[src/rtl/fpcsr_flag_accum.sv]
// fpcsr writer: merges per-lane IEEE exception reports into the sticky flags through a
// two-stage pipeline, arbitrates against software CSR writes and raises a held trap request.
module fpcsr_flag_accum #(
    parameter int          LANES     = 6,
    parameter logic [31:0] RST_FPCSR = 32'h0
) (
    input  logic             clk,
    input  logic             rst,
    input  logic [LANES-1:0] raise_vld,
    input  logic [10:0]      raise_s0,
    input  logic [10:0]      raise_s1,
    input  logic [10:0]      raise_s2,
    input  logic [10:0]      raise_s3,
    input  logic [10:0]      raise_s4,
    input  logic [10:0]      raise_s5,
    input  logic             flush,
    input  logic             csr_wen,
    input  logic [31:0]      csr_wdata,
    output logic [31:0]      fpcsr,
    output logic             trap_req,
    output logic [4:0]       trap_cause,
    input  logic             trap_ack
);

    typedef enum logic {IDLE, PEND} state_t;

    state_t      state_q, state_d;
    logic [4:0]  trap_cause_q, trap_cause_d;
    logic [31:0] fpcsr_q, fpcsr_d;
    logic [4:0]  s1_flags_q, s1_flags_d;
    logic        s1_vld_q, s1_vld_d;

    logic [4:0]  lane_flags [6];
    logic [4:0]  f0;
    logic        v0;
    logic        merge_en;
    logic [4:0]  hit;
    logic        unused_reserved;

    assign lane_flags[0] = raise_s0[4:0];
    assign lane_flags[1] = raise_s1[4:0];
    assign lane_flags[2] = raise_s2[4:0];
    assign lane_flags[3] = raise_s3[4:0];
    assign lane_flags[4] = raise_s4[4:0];
    assign lane_flags[5] = raise_s5[4:0];

    assign unused_reserved = ^{raise_s0[10:5], raise_s1[10:5], raise_s2[10:5],
                               raise_s3[10:5], raise_s4[10:5], raise_s5[10:5]};

    // Stage0: OR together the flags of every valid lane
    always_comb begin
        f0 = 5'h0;
        for (int i = 0; i < LANES && i < 6; i++) begin
            if (raise_vld[i]) begin
                f0 = f0 | lane_flags[i];
            end
        end
        v0 = |raise_vld;
    end

    // Stage1: registered report, killed by flush
    always_comb begin
        s1_flags_d = f0;
        s1_vld_d   = v0;
        if (flush) begin
            s1_flags_d = 5'h0;
            s1_vld_d   = 1'b0;
        end
    end

    assign merge_en = s1_vld_q && !flush;

    // Stage2: software write wins, but a report already in stage1 is still ORed in
    always_comb begin
        fpcsr_d = fpcsr_q;
        if (csr_wen) begin
            fpcsr_d = csr_wdata;
            if (merge_en) begin
                fpcsr_d[4:0] = csr_wdata[4:0] | s1_flags_q;
            end
        end else if (merge_en) begin
            fpcsr_d[4:0] = fpcsr_q[4:0] | s1_flags_q;
        end
    end

    // Enables come from the current fpcsr, not from a same-cycle write
    assign hit = merge_en ? (s1_flags_q & fpcsr_q[12:8]) : 5'h0;

    always_comb begin
        state_d      = state_q;
        trap_cause_d = trap_cause_q;
        case (state_q)
            IDLE: begin
                if (hit != 5'h0) begin
                    state_d      = PEND;
                    trap_cause_d = hit;
                end
            end
            PEND: begin
                if (trap_ack) begin
                    state_d      = IDLE;
                    trap_cause_d = 5'h0;
                end
            end
            default: begin
                state_d      = IDLE;
                trap_cause_d = 5'h0;
            end
        endcase
    end

    always_ff @(posedge clk) begin
        if (rst) begin
            fpcsr_q      <= RST_FPCSR;
            s1_flags_q   <= 5'h0;
            s1_vld_q     <= 1'b0;
            state_q      <= IDLE;
            trap_cause_q <= 5'h0;
        end else begin
            fpcsr_q      <= fpcsr_d;
            s1_flags_q   <= s1_flags_d;
            s1_vld_q     <= s1_vld_d;
            state_q      <= state_d;
            trap_cause_q <= trap_cause_d;
        end
    end

    assign fpcsr      = fpcsr_q;
    assign trap_req   = (state_q == PEND);
    assign trap_cause = trap_cause_q;

endmodule
[config.mk]
export PLATFORM = sky130hd
export DESIGN_NAME = fpcsr_flag_accum
export DESIGN_NICKNAME = d
export VERILOG_FILES = /design/src/rtl/fpcsr_flag_accum.sv
export SDC_FILE = /design/constraint.sdc
export NUM_CORES = 1
export LEC_CHECK = 0
export CORE_MARGIN = 1
export CORE_UTILIZATION = 29
export CTS_BUF_LIST = sky130_fd_sc_hd__clkbuf_16
export CTS_CLUSTER_DIAMETER = 30
export CTS_CLUSTER_SIZE = 14
export DETAILED_ROUTE_END_ITERATION = 12
export GPL_TIMING_DRIVEN = 0
export PLACE_DENSITY = 0.77
export SKIP_LAST_GASP = 1
export SLEW_MARGIN = 20
export SYNTH_ARGS = -nofsm -noshare
export SYNTH_HDL_FRONTEND = slang
export SYNTH_SLANG_ARGS = --single-unit
export TNS_END_PERCENT = 50
[constraint.sdc]
create_clock -name clk -period 1.2 [get_ports clk]
set_input_delay 0.18 -clock clk [delete_from_list [all_inputs] [get_ports clk]]
set_output_delay 0.18 -clock clk [all_outputs]
set_load 0.02 [all_outputs]
==> results.cfg, run 1 <==
[status]
status = finished, violations left
violations = negative setup slack

[floorplanning]
die_x_um = 79.6
io_pins = 147
start_util = 0.310
die_area_um2 = 6340
core_um2 = 5640
die_h_um = 79.6
rows = 27

[logic_synthesis]
synth.avg_cell_area_um2 = 10.5
ys_ff_latch = 44
synthCells = 166
ys_warn_count = 0
synthesis.area_um2 = 1750
ys_types = 24
synth_fp_nets = 275
ys_seq_area_frac = 0.504

[setup_path]
worst_path_largest_cell_delay_ps = 600
cp_top_family = buffers and inverters
critPathBufInv = 1
cp_cell_sequence = clkdlybuf4s50_1
cp.arrival_ps = 1210
required_ps = 1020
crit_path_end_kind = output port
path_class = flip-flop to output port
start_kind = flip-flop
slowest_stage = clkdlybuf4s50_1
cp_max_fo = 2

[sta]
fin_tns_setup_ps = -1530
max_freq_ghz = 0.720
slew_headroom = 0.700
min_period_ps = 1390
setup_violations = 13
tightestPinTransition_ps = 450
rsz0062_at_grt = yes
whs_ps = 117
final.period_utilization = 1.16
fin_skew_ps = 3.15
hold_viol = 0
drv_slew = 0
layout_setup_ws_ps = -188

[clock_tree]
cts_sinks = 44
cts_max_level = 2
clk_pin_slew_worst_paths_ps = 60
cts_buffers = 5
clkLatencyLatePin_ps = 280
cts_buffer_depth = 2
cts_root_buf = clkbuf_16
cts_tree = yes

[place]
place_congestion = 0.724
portBuffers = 108
dpl.hpwl_um = 3830
place_area_um2 = 2920

[power]
leakagePower_nw = 1.53
p_clk_frac = 0.395
switching_share = 0.227
combPwrFrac = 0.183
peakVddDrop_uv = 605
intPower_mw = 2.92
power_frac_seq = 0.422
powerDensity_nw_per_um2 = 1210
p_switching_mw = 0.857

[global_route]
antenna_found_initial = 0
grtUsageTotal = 0.153
grt_pass1_wl_um = 7530
grt_pass1_vias = 1750
grt_start_max_net_pins = 14
grt_remaining_overflow = 0

[routing]
vias = 1708
ant_nets = 0
wl_um = 4830
wl_per_cell_um = 13.6
vias_per_cell = 4.80
drc = 0
firstDrtPassIters = 4
drt_first_iter_violations = 53

[layout]
nNetsFinal = 392
area_growth_pct = 79.3
final_common_cell = clkdlybuf4s50_1
stdcell_area_um2 = 3130
most-common-layout-cells = clkdlybuf4s50_1, dfxtp_1, mux2i_1
drive_gt1_frac = 0.102
n_antenna_cell = 0

[min_path]
hp-class = primary input to flip-flop

[job]
cap_violations = 0
[timing repair]
item,4_1_cts,5_1_grt
pin swaps,4,0
gates resized for setup,29,14
hold buffers,0,0
setup buffers,2,0
setup endpoints to repair,42,29
[cell families (layout without fill, tap and decap cells)]
family	after synthesis	count (layout)	synth area share
compound gates	38	38	0.168
buf+inv	9	127	0.0308
flops	44	44	0.504
mux	32	32	0.183
simple gates	43	43	0.115
[stage by stage]
| step | power [mW] | util | setup WS (ps) | cells |
|---|---|---|---|---|
| after floorplan | 1.91 | - | -2.54 | 166 |
| after global placement | 2.32 | 0.518 | -496 | 346 |
| after detailed placement | 2.33 | 0.518 | -527 | 346 |
| after CTS | 3.82 | 0.549 | -204 | 356 |
| after global routing | 3.94 | 0.556 | -216 | 356 |
| final | 3.78 | 0.556 | -188 | 356 |
[synth_stat cells]
library cell / instances / area share
a32o_1: 3 / 0.017
buf_2: 4 / 0.011
o41ai_4: 1 / 0.016
o2bb2ai_1: 1 / 0.0050
a21oi_1: 7 / 0.020
nor2b_1: 1 / 0.0036
buf_6: 2 / 0.013
nor3b_4: 1 / 0.011
dfxtp_1: 44 / 0.50
and2b_4: 1 / 0.0057
mux2i_1: 32 / 0.18
a211oi_1: 1 / 0.0043
nor4_1: 1 / 0.0036
o21ai_2: 1 / 0.0050
a22oi_1: 17 / 0.073
o31ai_1: 1 / 0.0043
or2_1: 1 / 0.0036
a31oi_1: 5 / 0.018
nand2_1: 7 / 0.015
and3_4: 1 / 0.0064
nand2b_1: 1 / 0.0036
clkbuf_1: 3 / 0.0064
nor2_1: 29 / 0.062
a22o_1: 1 / 0.0050
[power groups by stage]
| stage | combinational (mW) | sequential (mW) | clock (mW) |
|---|---|---|---|
| 3_3_place_gp | 0.699 | 1.62 | 0 |
| 2_1_floorplan | 0.210 | 1.70 | 0 |
| 3_5_place_dp | 0.710 | 1.62 | 0 |
| 4_1_cts | 0.705 | 1.59 | 1.52 |
| 5_1_grt | 0.744 | 1.60 | 1.60 |
| 6_report | 0.693 | 1.59 | 1.49 |
[area by class of cell]
| cell class | instances | area (µm²) |
|---|---|---|
| Buffer | 9 | 53.8 |
| Clock buffer | 5 | 125 |
| Clock inverter | 3 | 38.8 |
| Fill cell | 525 | 2510 |
| Multi-Input combinational cell | 113 | 826 |
| Sequential cell | 44 | 886 |
| Tap cell | 72 | 90.1 |
| Timing Repair Buffer | 110 | 1110 |
[state kept, by name, summed over array words and instances (netlist names)]
| signal | cells |
|---|---|
| s1_flags_q | 5 |
| trap_cause | 5 |
| fpcsr | 32 |
| trap_req | 1 |
| s1_vld_q | 1 |
[per-layer routing]
layer | share of wire | vias to the layer above | track usage
met2 | 0.51 | 85 | 0.297
met1 | 0.39 | 779 | 0.154
met3 | 0.090 | 5 | 0.0423
met5 | 0 | - | 0
met4 | 0.011 | 0 | 0.0491
li1 | - | 839 | -
[worst paths after layout]
kind / slack (ps) / startpoint / end / depth (start not counted)
max: -190 / fpcsr[1] / fpcsr[1] / 1
min: 120 / rst / fpcsr[0] / 2
max reg2reg: -50 / fpcsr[10] / trap_cause[0] / 4
min reg2reg: 470 / s1_flags_q[1] / fpcsr[1] / 2
Note: power is estimated with default switching activity, not from simulation.
==> run 2, diff against run 1 <==
CORE_UTILIZATION = 30   (was 29)
CTS_BUF_LIST = sky130_fd_sc_hd__clkbuf_2 sky130_fd_sc_hd__clkbuf_4 sky130_fd_sc_hd__clkbuf_8   (was sky130_fd_sc_hd__clkbuf_16)
PLACE_DENSITY = 0.79   (was 0.77)
==> run 2 against run 1 <==
Effect of this change: the flow still finishes with violations (negative setup slack); maximum frequency down 1.2%; highest routed layer unchanged; non-clock buffer count up 1; clock skew about the same; largest cell class unchanged; clock-buffer cell count up 1; hold slack worse by 16 ps; sequential cell count unchanged; sequential power about the same; total power down 16%.
==> results.cfg, run 2 (same netlist as run 1, synthesis figures left out) <==
[job]
cap_violations = 0

[layout]
most-common-layout-cells = clkdlybuf4s50_1, dfxtp_1, mux2i_1
n_antenna_cell = 0
instances_no_fill = 356
nFillCells = 510
nNetsFinal = 393
final_common_cell = clkdlybuf4s50_1
drive_gt1_frac = 0.102
area_growth_pct = 75.1
largest_reg_flops = 32
final_util = 0.549

[sta]
layout_setup_ws_ps = -205
hold_viol = 0
drv_slew = 0
slew_headroom = 0.682
min_period_ps = 1410
setup_violations = 7
tightestPinTransition_ps = 477
whs_ps = 102
final.period_utilization = 1.17
rsz0062_at_grt = yes
fin_skew_ps = 3.47
max_freq_ghz = 0.712

[setup_path]
endpoint = fpcsr[20]
crit_cells = 1
cp_cell_sequence = clkdlybuf4s50_1
cp-startpoint = fpcsr[20]
critPathBufInv = 1
reg2reg_to = trap_cause[3]
worst_path_largest_cell_delay_ps = 600
required_ps = 1020
cp.arrival_ps = 1230
cp_max_fo = 2
r2r-start = s1_flags_q[2]
path_class = flip-flop to output port
start_kind = flip-flop
slowest_stage = clkdlybuf4s50_1
reg2reg_depth = 4
cp_top_family = buffers and inverters
crit_path_end_kind = output port
ff2ff_setup_slack_ps = -50

[global_route]
grt_remaining_overflow = 0
antenna_found_initial = 0
grtUsageMet3 = 0.0488
grt_pass1_vias = 1697
use_met2 = 0.291
grt_start_max_net_pins = 13
grt_busiest_layer = met2
use_met1 = 0.156
grtUsageTotal = 0.158
grt_pass1_wl_um = 7470

[status]
status = finished, violations left
violations = negative setup slack

[clock_tree]
cts_max_level = 2
cts_hold_buffers = 0
clk_pin_slew_worst_paths_ps = 80
cts_buffers = 5
clkLatencyLatePin_ps = 290
cts_buffer_depth = 2
cts_root_buf = clkbuf_8
cts_sinks = 44
cts_tree = yes

[routing]
drc = 0
vias = 1674
drt_first_iter_violations = 51
vias_per_cell = 4.70
firstDrtPassIters = 4
ant_nets = 0
wl_per_cell_um = 13.2
wl_um = 4690

[power]
leakagePower_nw = 1.51
peakVddDrop_uv = 433
powerDensity_nw_per_um2 = 1030

[floorplanning]
core_um2 = 5570
io_pins = 147
die_x_um = 78.3
die_area_um2 = 6140
die_h_um = 78.3
start_util = 0.314
rows = 27

[place]
dpl.cell_count = 346
portBuffers = 108
place_congestion = 0.726
dpl.hpwl_um = 3680
place_ws_ps = -516

[min_path]
hp-class = primary input to flip-flop
-- run 2: changes by cell type in the layout (fill, tap and decap cells not counted), moves of 3 or more --
cell	previous run	this run
clkdlybuf4s50_1	76	72
clkbuf_16	5	0
clkdlybuf4s15_1	1	4
clkbuf_8	0	5
-- run 2: through the flow --
step	area (µm²)	total power, mW	setup TNS (ps)
CTS	2990	3.20	-4610
finish	3060	3.16	-812
global route	3060	3.33	-1490
floorplan	1750	1.91	-2.54
detailed placement	2920	2.33	-2610
global placement	2920	2.32	-2490
-- run 2: final cells by class --
cell class	instances	area, µm²	share of cell area
Sequential cell	44	885	0.289
Timing Repair Buffer	111	1120	0.368
Multi-Input combinational cell	113	826	0.270
Clock inverter	1	5.00	0.00164
Buffer	9	53.8	0.0176
Tap cell	72	90.1	0.0294
Clock buffer	6	76.3	0.0249
-- run 2: layer usage --
layer | part of all wire | vias up
li1 | - | 834
met1 | 0.38 | 741
met2 | 0.51 | 88
met3 | 0.088 | 11
met4 | 0.022 | 0
met5 | 0 | -
-- run 2: what timing repair did --
| item | CTS | global route |
|---|---|---|
| setup buffers | 0 | 3 |
| pin swaps | 0 | 4 |
| resized for setup | 29 | 20 |
| endpoints found under the setup margin | 42 | 35 |
| endpoints found under the hold margin | 0 | 0 |
-- run 2: how the worst min path moves through the flow --
stage             startpoint        end  slack (ps)  cells after the start
4_1_cts                  rst   fpcsr[4]          90                      2
6_report                 rst   fpcsr[0]         100                      2
3_3_place_gp             rst   fpcsr[0]         410                      2
3_5_place_dp             rst   fpcsr[4]         410                      2
2_1_floorplan  csr_wdata[10]  fpcsr[10]         330                      2
5_1_grt                  rst   fpcsr[4]         100                      2
-- run 2: report_power, final --
part,switching (mW),internal [mW]
sequential,0.0484,1.54
combinational,0.283,0.407
clock,0.461,0.418
